`config.mk`:
```
export PLATFORM = sky130hd
export DESIGN_NAME = lane_frame_sched
export DESIGN_NICKNAME = d
export VERILOG_FILES = /design/src/rtl/lane_frame_pkg.sv /design/src/rtl/rr_pick.sv /design/src/rtl/lane_frame_sched.sv
export SDC_FILE = /design/constraint.sdc
export NUM_CORES = 1
export LEC_CHECK = 0
export ABC_AREA = 1
export CORE_ASPECT_RATIO = 0.6
export CORE_UTILIZATION = 30
export DETAILED_ROUTE_END_ITERATION = 6
export PLACE_DENSITY = 0.57
export SLEW_MARGIN = 20
export SYNTH_ARGS = -nofsm -noshare
export SYNTH_HDL_FRONTEND = slang
export SYNTH_SLANG_ARGS = --single-unit
```
`constraint.sdc`:
```
create_clock -name i_clk -period 2.53 [get_ports i_clk]
set_clock_uncertainty 0.1 [all_clocks]
set_input_delay 0.506 -clock i_clk [delete_from_list [all_inputs] [get_ports i_clk]]
set_output_delay 0.506 -clock i_clk [all_outputs]
set_load 0.05 [all_outputs]
```
`src/rtl/lane_frame_pkg.sv`:
```
// Shared definitions for the lane frame scheduler.
//   state_t     : scheduler FSM states
//   NUM_REQ_DEF : default requester / slot count
//   DATA_W_DEF  : default slot width
//   slot_arr_t  : frame slot array at the default geometry
package lane_frame_pkg;

  localparam int NUM_REQ_DEF = 3;
  localparam int DATA_W_DEF  = 8;

  typedef enum logic [1:0] {
    ST_IDLE    = 2'd0,
    ST_COLLECT = 2'd1,
    ST_HOLD    = 2'd2
  } state_t;

  typedef logic [0:NUM_REQ_DEF-1][DATA_W_DEF-1:0] slot_arr_t;

endpackage

```
`src/rtl/rr_pick.sv`:
```
// Round-robin one-hot picker.
//   req : candidate request vector
//   ptr : index where the search starts (highest priority)
//   gnt : one-hot grant of the first set req bit at or after ptr, wrapping;
//         all-zero when no bit is set
module rr_pick #(
  parameter int N     = 3,
  parameter int PTR_W = (N > 1) ? $clog2(N) : 1
) (
  input  logic [N-1:0]     req,
  input  logic [PTR_W-1:0] ptr,
  output logic [N-1:0]     gnt
);

  logic             found;
  logic [PTR_W-1:0] idx;

  always_comb begin
    gnt   = '0;
    found = 1'b0;
    idx   = '0;
    for (int i = 0; i < N; i++) begin
      idx = PTR_W'((int'(ptr) + i) % N);
      if (!found && req[idx]) begin
        gnt[idx] = 1'b1;
        found    = 1'b1;
      end
    end
  end

endmodule

```
`src/rtl/lane_frame_sched.sv`:
```
// Lane frame scheduler: gathers one payload per requester into a frame of
// NUM_REQ slots, granting requesters round-robin, and presents the frame
// downstream when every slot is filled or when TIMEOUT cycles have passed
// since the first slot was filled (partial frame).
//   i_clk, i_rst  : clock, synchronous active-high reset
//   i_req, i_data : per-requester valid and payload
//   o_gnt         : one-hot grant; transfer when i_req[k] & o_gnt[k]
//   o_frm_valid   : frame presented (held until accepted)
//   i_frm_ready   : downstream accepts the presented frame
//   o_frm_data    : frame slots (unfilled slots read 0)
//   o_frm_mask    : slot-filled flags
//   o_busy        : FSM is not idle
module lane_frame_sched
  import lane_frame_pkg::*;
#(
  parameter int NUM_REQ = NUM_REQ_DEF,
  parameter int DATA_W  = DATA_W_DEF,
  parameter int TIMEOUT = 15
) (
  input  logic                             i_clk,
  input  logic                             i_rst,
  input  logic [NUM_REQ-1:0]               i_req,
  input  logic [0:NUM_REQ-1][DATA_W-1:0]   i_data,
  output logic [NUM_REQ-1:0]               o_gnt,
  output logic                             o_frm_valid,
  input  logic                             i_frm_ready,
  output logic [0:NUM_REQ-1][DATA_W-1:0]   o_frm_data,
  output logic [NUM_REQ-1:0]               o_frm_mask,
  output logic                             o_busy
);

  localparam int         PTR_W    = (NUM_REQ > 1) ? $clog2(NUM_REQ) : 1;
  localparam logic [3:0] TMO_LAST = 4'(TIMEOUT - 1);

  state_t                           state;
  logic [PTR_W-1:0]                 rr_ptr;
  logic [NUM_REQ-1:0]               mask;
  logic [0:NUM_REQ-1][DATA_W-1:0]   slots;
  logic [3:0]                       tmo_cnt;

  logic [NUM_REQ-1:0]               cand;
  logic [NUM_REQ-1:0]               pick;
  logic [NUM_REQ-1:0]               gnt;
  logic                             xfer;
  logic [NUM_REQ-1:0]               mask_nxt;
  logic                             full_nxt;
  logic [PTR_W-1:0]                 ptr_nxt;

  // ---- grant selection (combinational) ----
  // Filled slots are excluded so a requester is granted at most once per frame.
  assign cand = i_req & ~mask;

  rr_pick #(
    .N     (NUM_REQ),
    .PTR_W (PTR_W)
  ) u_rr_pick (
    .req (cand),
    .ptr (rr_ptr),
    .gnt (pick)
  );

  // No grants while a frame is presented (including the accept cycle) or in reset.
  assign gnt      = (state != ST_HOLD && !i_rst) ? pick : '0;
  assign xfer     = |gnt;
  assign mask_nxt = mask | gnt;
  assign full_nxt = xfer && (&mask_nxt);

  always_comb begin
    ptr_nxt = rr_ptr;
    for (int k = 0; k < NUM_REQ; k++) begin
      if (gnt[k]) ptr_nxt = PTR_W'((k + 1) % NUM_REQ);
    end
  end

  // ---- frame state (registered) ----
  always_ff @(posedge i_clk) begin
    if (i_rst) begin
      state   <= ST_IDLE;
      rr_ptr  <= '0;
      mask    <= '0;
      slots   <= '0;
      tmo_cnt <= '0;
    end else begin
      // A transfer is captured even in the cycle the timeout fires.
      if (xfer) begin
        rr_ptr <= ptr_nxt;
        mask   <= mask_nxt;
        for (int k = 0; k < NUM_REQ; k++) begin
          if (gnt[k]) slots[k] <= i_data[k];
        end
      end

      case (state)
        ST_IDLE: begin
          if (full_nxt) begin
            state <= ST_HOLD;
          end else if (xfer) begin
            state   <= ST_COLLECT;
            tmo_cnt <= '0;
          end
        end
        ST_COLLECT: begin
          if (full_nxt || tmo_cnt == TMO_LAST) begin
            state <= ST_HOLD;
          end else begin
            tmo_cnt <= tmo_cnt + 4'd1;
          end
        end
        ST_HOLD: begin
          // Slots are cleared with the mask so unfilled slots always read 0.
          if (i_frm_ready) begin
            state <= ST_IDLE;
            mask  <= '0;
            slots <= '0;
          end
        end
        default: state <= ST_IDLE;
      endcase
    end
  end

  // ---- outputs ----
  assign o_gnt       = gnt;
  assign o_frm_valid = (state == ST_HOLD);
  assign o_busy      = (state != ST_IDLE);
  assign o_frm_data  = slots;
  assign o_frm_mask  = mask;

endmodule

```
==> flow_metrics.tcl <==
set metrics [dict create \
    status "complete, no violations" \
    crit_start "rr_ptr[0]" \
    nets 347 \
    netlist.top_cell.by_area "dfxtp_1" \
    r2r_start "rr_ptr[0]" \
    path_clk_slew_ps 70 \
    gp_congestion 0.818 \
    grt_pass1_wl_um 7590 \
    synth_top_area_share_pct 40.9 \
    grt.overflow.total 0 \
    wl_per_cell_um 11.6 \
    drive_gt1_share_pct 19.2 \
    r2r_cells 18 \
    crit_buf_inv 4 \
    hold_class "flip-flop to flip-flop" \
    finalPower_mw 4.48 \
    placement.cell_area_sq_um 2490 \
    cellPowerDensity_nw_per_um2 1650 \
    worstMarginPinSlew_ps 551 \
    r2r_end "tmo_cnt[1]" \
    tns_ps 0 \
    insertion_delay_ps 290 \
    reg2reg_slack_ps 340 \
    drc 0 \
    ys.warnings.count 0 \
    holdWs_ps 386 \
    post-place-ws_ps -12.8 \
    crit_path_end "o_gnt[1]" \
    place_hpwl_um 3440 \
    final_max_slew_viol_count 0 \
    synthesis.nets 271 \
    netlist_instances 235 \
    ant_nets 0 \
    io_buffer_count 61 \
    cts.sinks 35 \
    min_period_ps 2420 \
    critPathMaxFanout 6 \
    numCtsBuffers 5 \
    cts_buffer_depth 2 \
    cp-start-kind "flip-flop" \
    fin_crit_sh_pct 95.7 \
    io_pins 62 \
    finish.utilization_pct 51.5 \
    grt_max_degree 26 \
    cp.required_ps 1920 \
    routed_via_density 4.29 \
    grtUsageTotal_pct 16.8 \
    wirelength_um 4510 \
    antenna_found_initial 0 \
    dpl.cell_count 378 \
    synth_seq_cells 35 \
    start_util_pct 32.5 \
    die-area_sq_um 6030 \
    max-vdd-ir-drop_mv 0.951 \
    path_delay_family "simple AND/OR/NAND/NOR gates" \
    vias 1668 \
    fin_area_sq_um 2720 \
    avgSynthCellArea_sq_um 7.29 \
    dr.pass1.iters 4 \
    fmax_ghz 0.413 \
    hold_viol 0 \
    fillers 539 \
    syn2layout_area_growth_pct 58.5 \
    relSlewSlack_pct 63.2 \
    antenna_cells 0 \
    synth.area.top_cells "dfxtp_1 41%, nor2_1 12%, o21ai_0 7.6%" \
    cts_tree "done" \
    p_leak_nw 1.16 \
    die_x_um 99.6 \
    grt_pass1_vias 1565 \
    setup.worst_path.class "flip-flop to output pin" \
    core_sq_um 5280 \
    syn_area_sq_um 1710 \
    slowest_delay_ps 370 \
    worst-path-stages 11 \
    cpMaxStageDelayCell "dfxtp_4" \
    htreeDepth 2 \
    finalSetupViolCount 0 \
    rsz0062_at_grt "yes" \
    core.rowCount 20 \
    cp_cell_sequence "inv_2 -> ha_4 -> inv_1 -> nand3_1 -> nand3_1 -> nand2_2 -> nand4_1 -> nand2_1 -> nand2_2 -> inv_4 -> buf_12" \
    die_h_um 60.6 \
    drtIter0Drc 57 \
    timing.final.ws_setup_ps 110 \
    cts_root_buf "clkbuf_8" \
    max-cap-violations 0 \
    synth.distinct_cells 24 \
    ys_seq_area_share_pct 40.9 \
    cp-end-kind "output pin" \
    arrival_ps 1810 \
    final_cells 389 \
]
Yosys cell counts:
| master | count |
|---|---|
| buf_6 | 1 |
| nand4_1 | 4 |
| clkinv_1 | 1 |
| nand3b_1 | 1 |
| buf_2 | 2 |
| nand3_1 | 18 |
| nand3_2 | 4 |
| ha_1 | 6 |
| nand2_4 | 3 |
| nand3_4 | 2 |
| dfxtp_1 | 35 |
| xnor2_1 | 1 |
| o21ai_0 | 26 |
| clkbuf_1 | 4 |
| xor2_1 | 1 |
| nor2_1 | 57 |
| a21oi_1 | 8 |
| inv_2 | 5 |
| nand2_2 | 7 |
| o21ai_2 | 1 |
| inv_1 | 19 |
| o21ai_1 | 2 |
| a2111oi_2 | 1 |
| nand2_1 | 26 |
worst min-delay path: cells and delay by family, from the launching register on:
| kind | cells | cell delay, ps |
|---|---|---|
| and+or+nand+nor | 2 | 130 |
| DFF | 1 | 330 |
cell usage in the layout, fill, tap and decap left out, types with 2 or more instances in the layout:
master           synthesis  final
nand3_1                 18     18
inv_2                    5      5
dfxtp_1                 35     33
clkdlybuf4s50_1          0     55
nand3_4                  2      2
nand4_1                  4      4
nand2_1                 26     24
buf_12                   0      2
nand2_2                  7      9
inv_4                    0      2
inv_1                   19     17
o21ai_0                 26     26
nand3_2                  4      4
nor2_1                  57     56
o21ai_1                  2      2
dfxtp_4                  0      2
ha_4                     0      3
nand2_4                  3      3
buf_4                    0     15
clkbuf_8                 0      6
dlymetal6s2s_1           0      3
ha_1                     6      3
a21oi_1                  8      8
metal layers:
layer | share of wire [%] | vias to the layer above | global-route usage [%]
met4 | 1.1 | 0 | 5.04
met5 | 0 | - | 0
met1 | 52 | 702 | 23.4
met3 | 13 | 7 | 10.4
met2 | 34 | 55 | 20.7
li1 | - | 904 | -
power by group:
part           switching [mW]  internal [mW]  leakage [nW]
Sequential              0.139          0.785         0.288
Combinational            1.92           1.11         0.806
Clock                   0.210          0.324        0.0618
registers in the layout (all words and copies together), names as in the netlist:
register	cells
o_frm_data	24
o_frm_mask	3
rr_ptr	2
state	2
tmo_cnt	4
worst min path at each step:
stage | start | to | slack (ps) | cells past startpoint
2_1_floorplan | tmo_cnt[3] | tmo_cnt[3] | 360 | 2
3_3_place_gp | o_frm_data[8] | o_frm_data[8] | 360 | 2
3_5_place_dp | o_frm_data[23] | o_frm_data[23] | 380 | 2
4_1_cts | o_frm_data[18] | o_frm_data[18] | 390 | 2
5_1_grt | o_frm_data[9] | o_frm_data[9] | 410 | 2
6_report | o_frm_data[16] | o_frm_data[16] | 390 | 2
cells by family (layout without fill, tap and decap cells):
logic type,after synthesis,after routing,synth area share (%)
fa+ha+maj,6,6,4.38
xor+xnor,2,2,1.02
buf+inv,32,109,7.59
flops,35,35,40.9
simple gates,122,122,34.2
compound gates,38,38,11.9
timing repair:
item                       CTS  global route
gates resized for setup      8            14
setup endpoints to repair    3             3
pin swaps                    3             6
buffers inserted             0             3
hold buffers                 0             0
hold endpoints to repair     0             0
final cells by class:
class | instances | area (sq um) | area share [%]
Tap cell | 77 | 96.3 | 3.55
Inverter | 25 | 100 | 3.68
Timing Repair Buffer | 76 | 756 | 27.8
Clock buffer | 6 | 82.6 | 3.04
Sequential cell | 35 | 708 | 26.1
Clock inverter | 2 | 38.8 | 1.43
Multi-Input combinational cell | 168 | 936 | 34.4
Note: power is estimated with default switching activity, not from simulation.
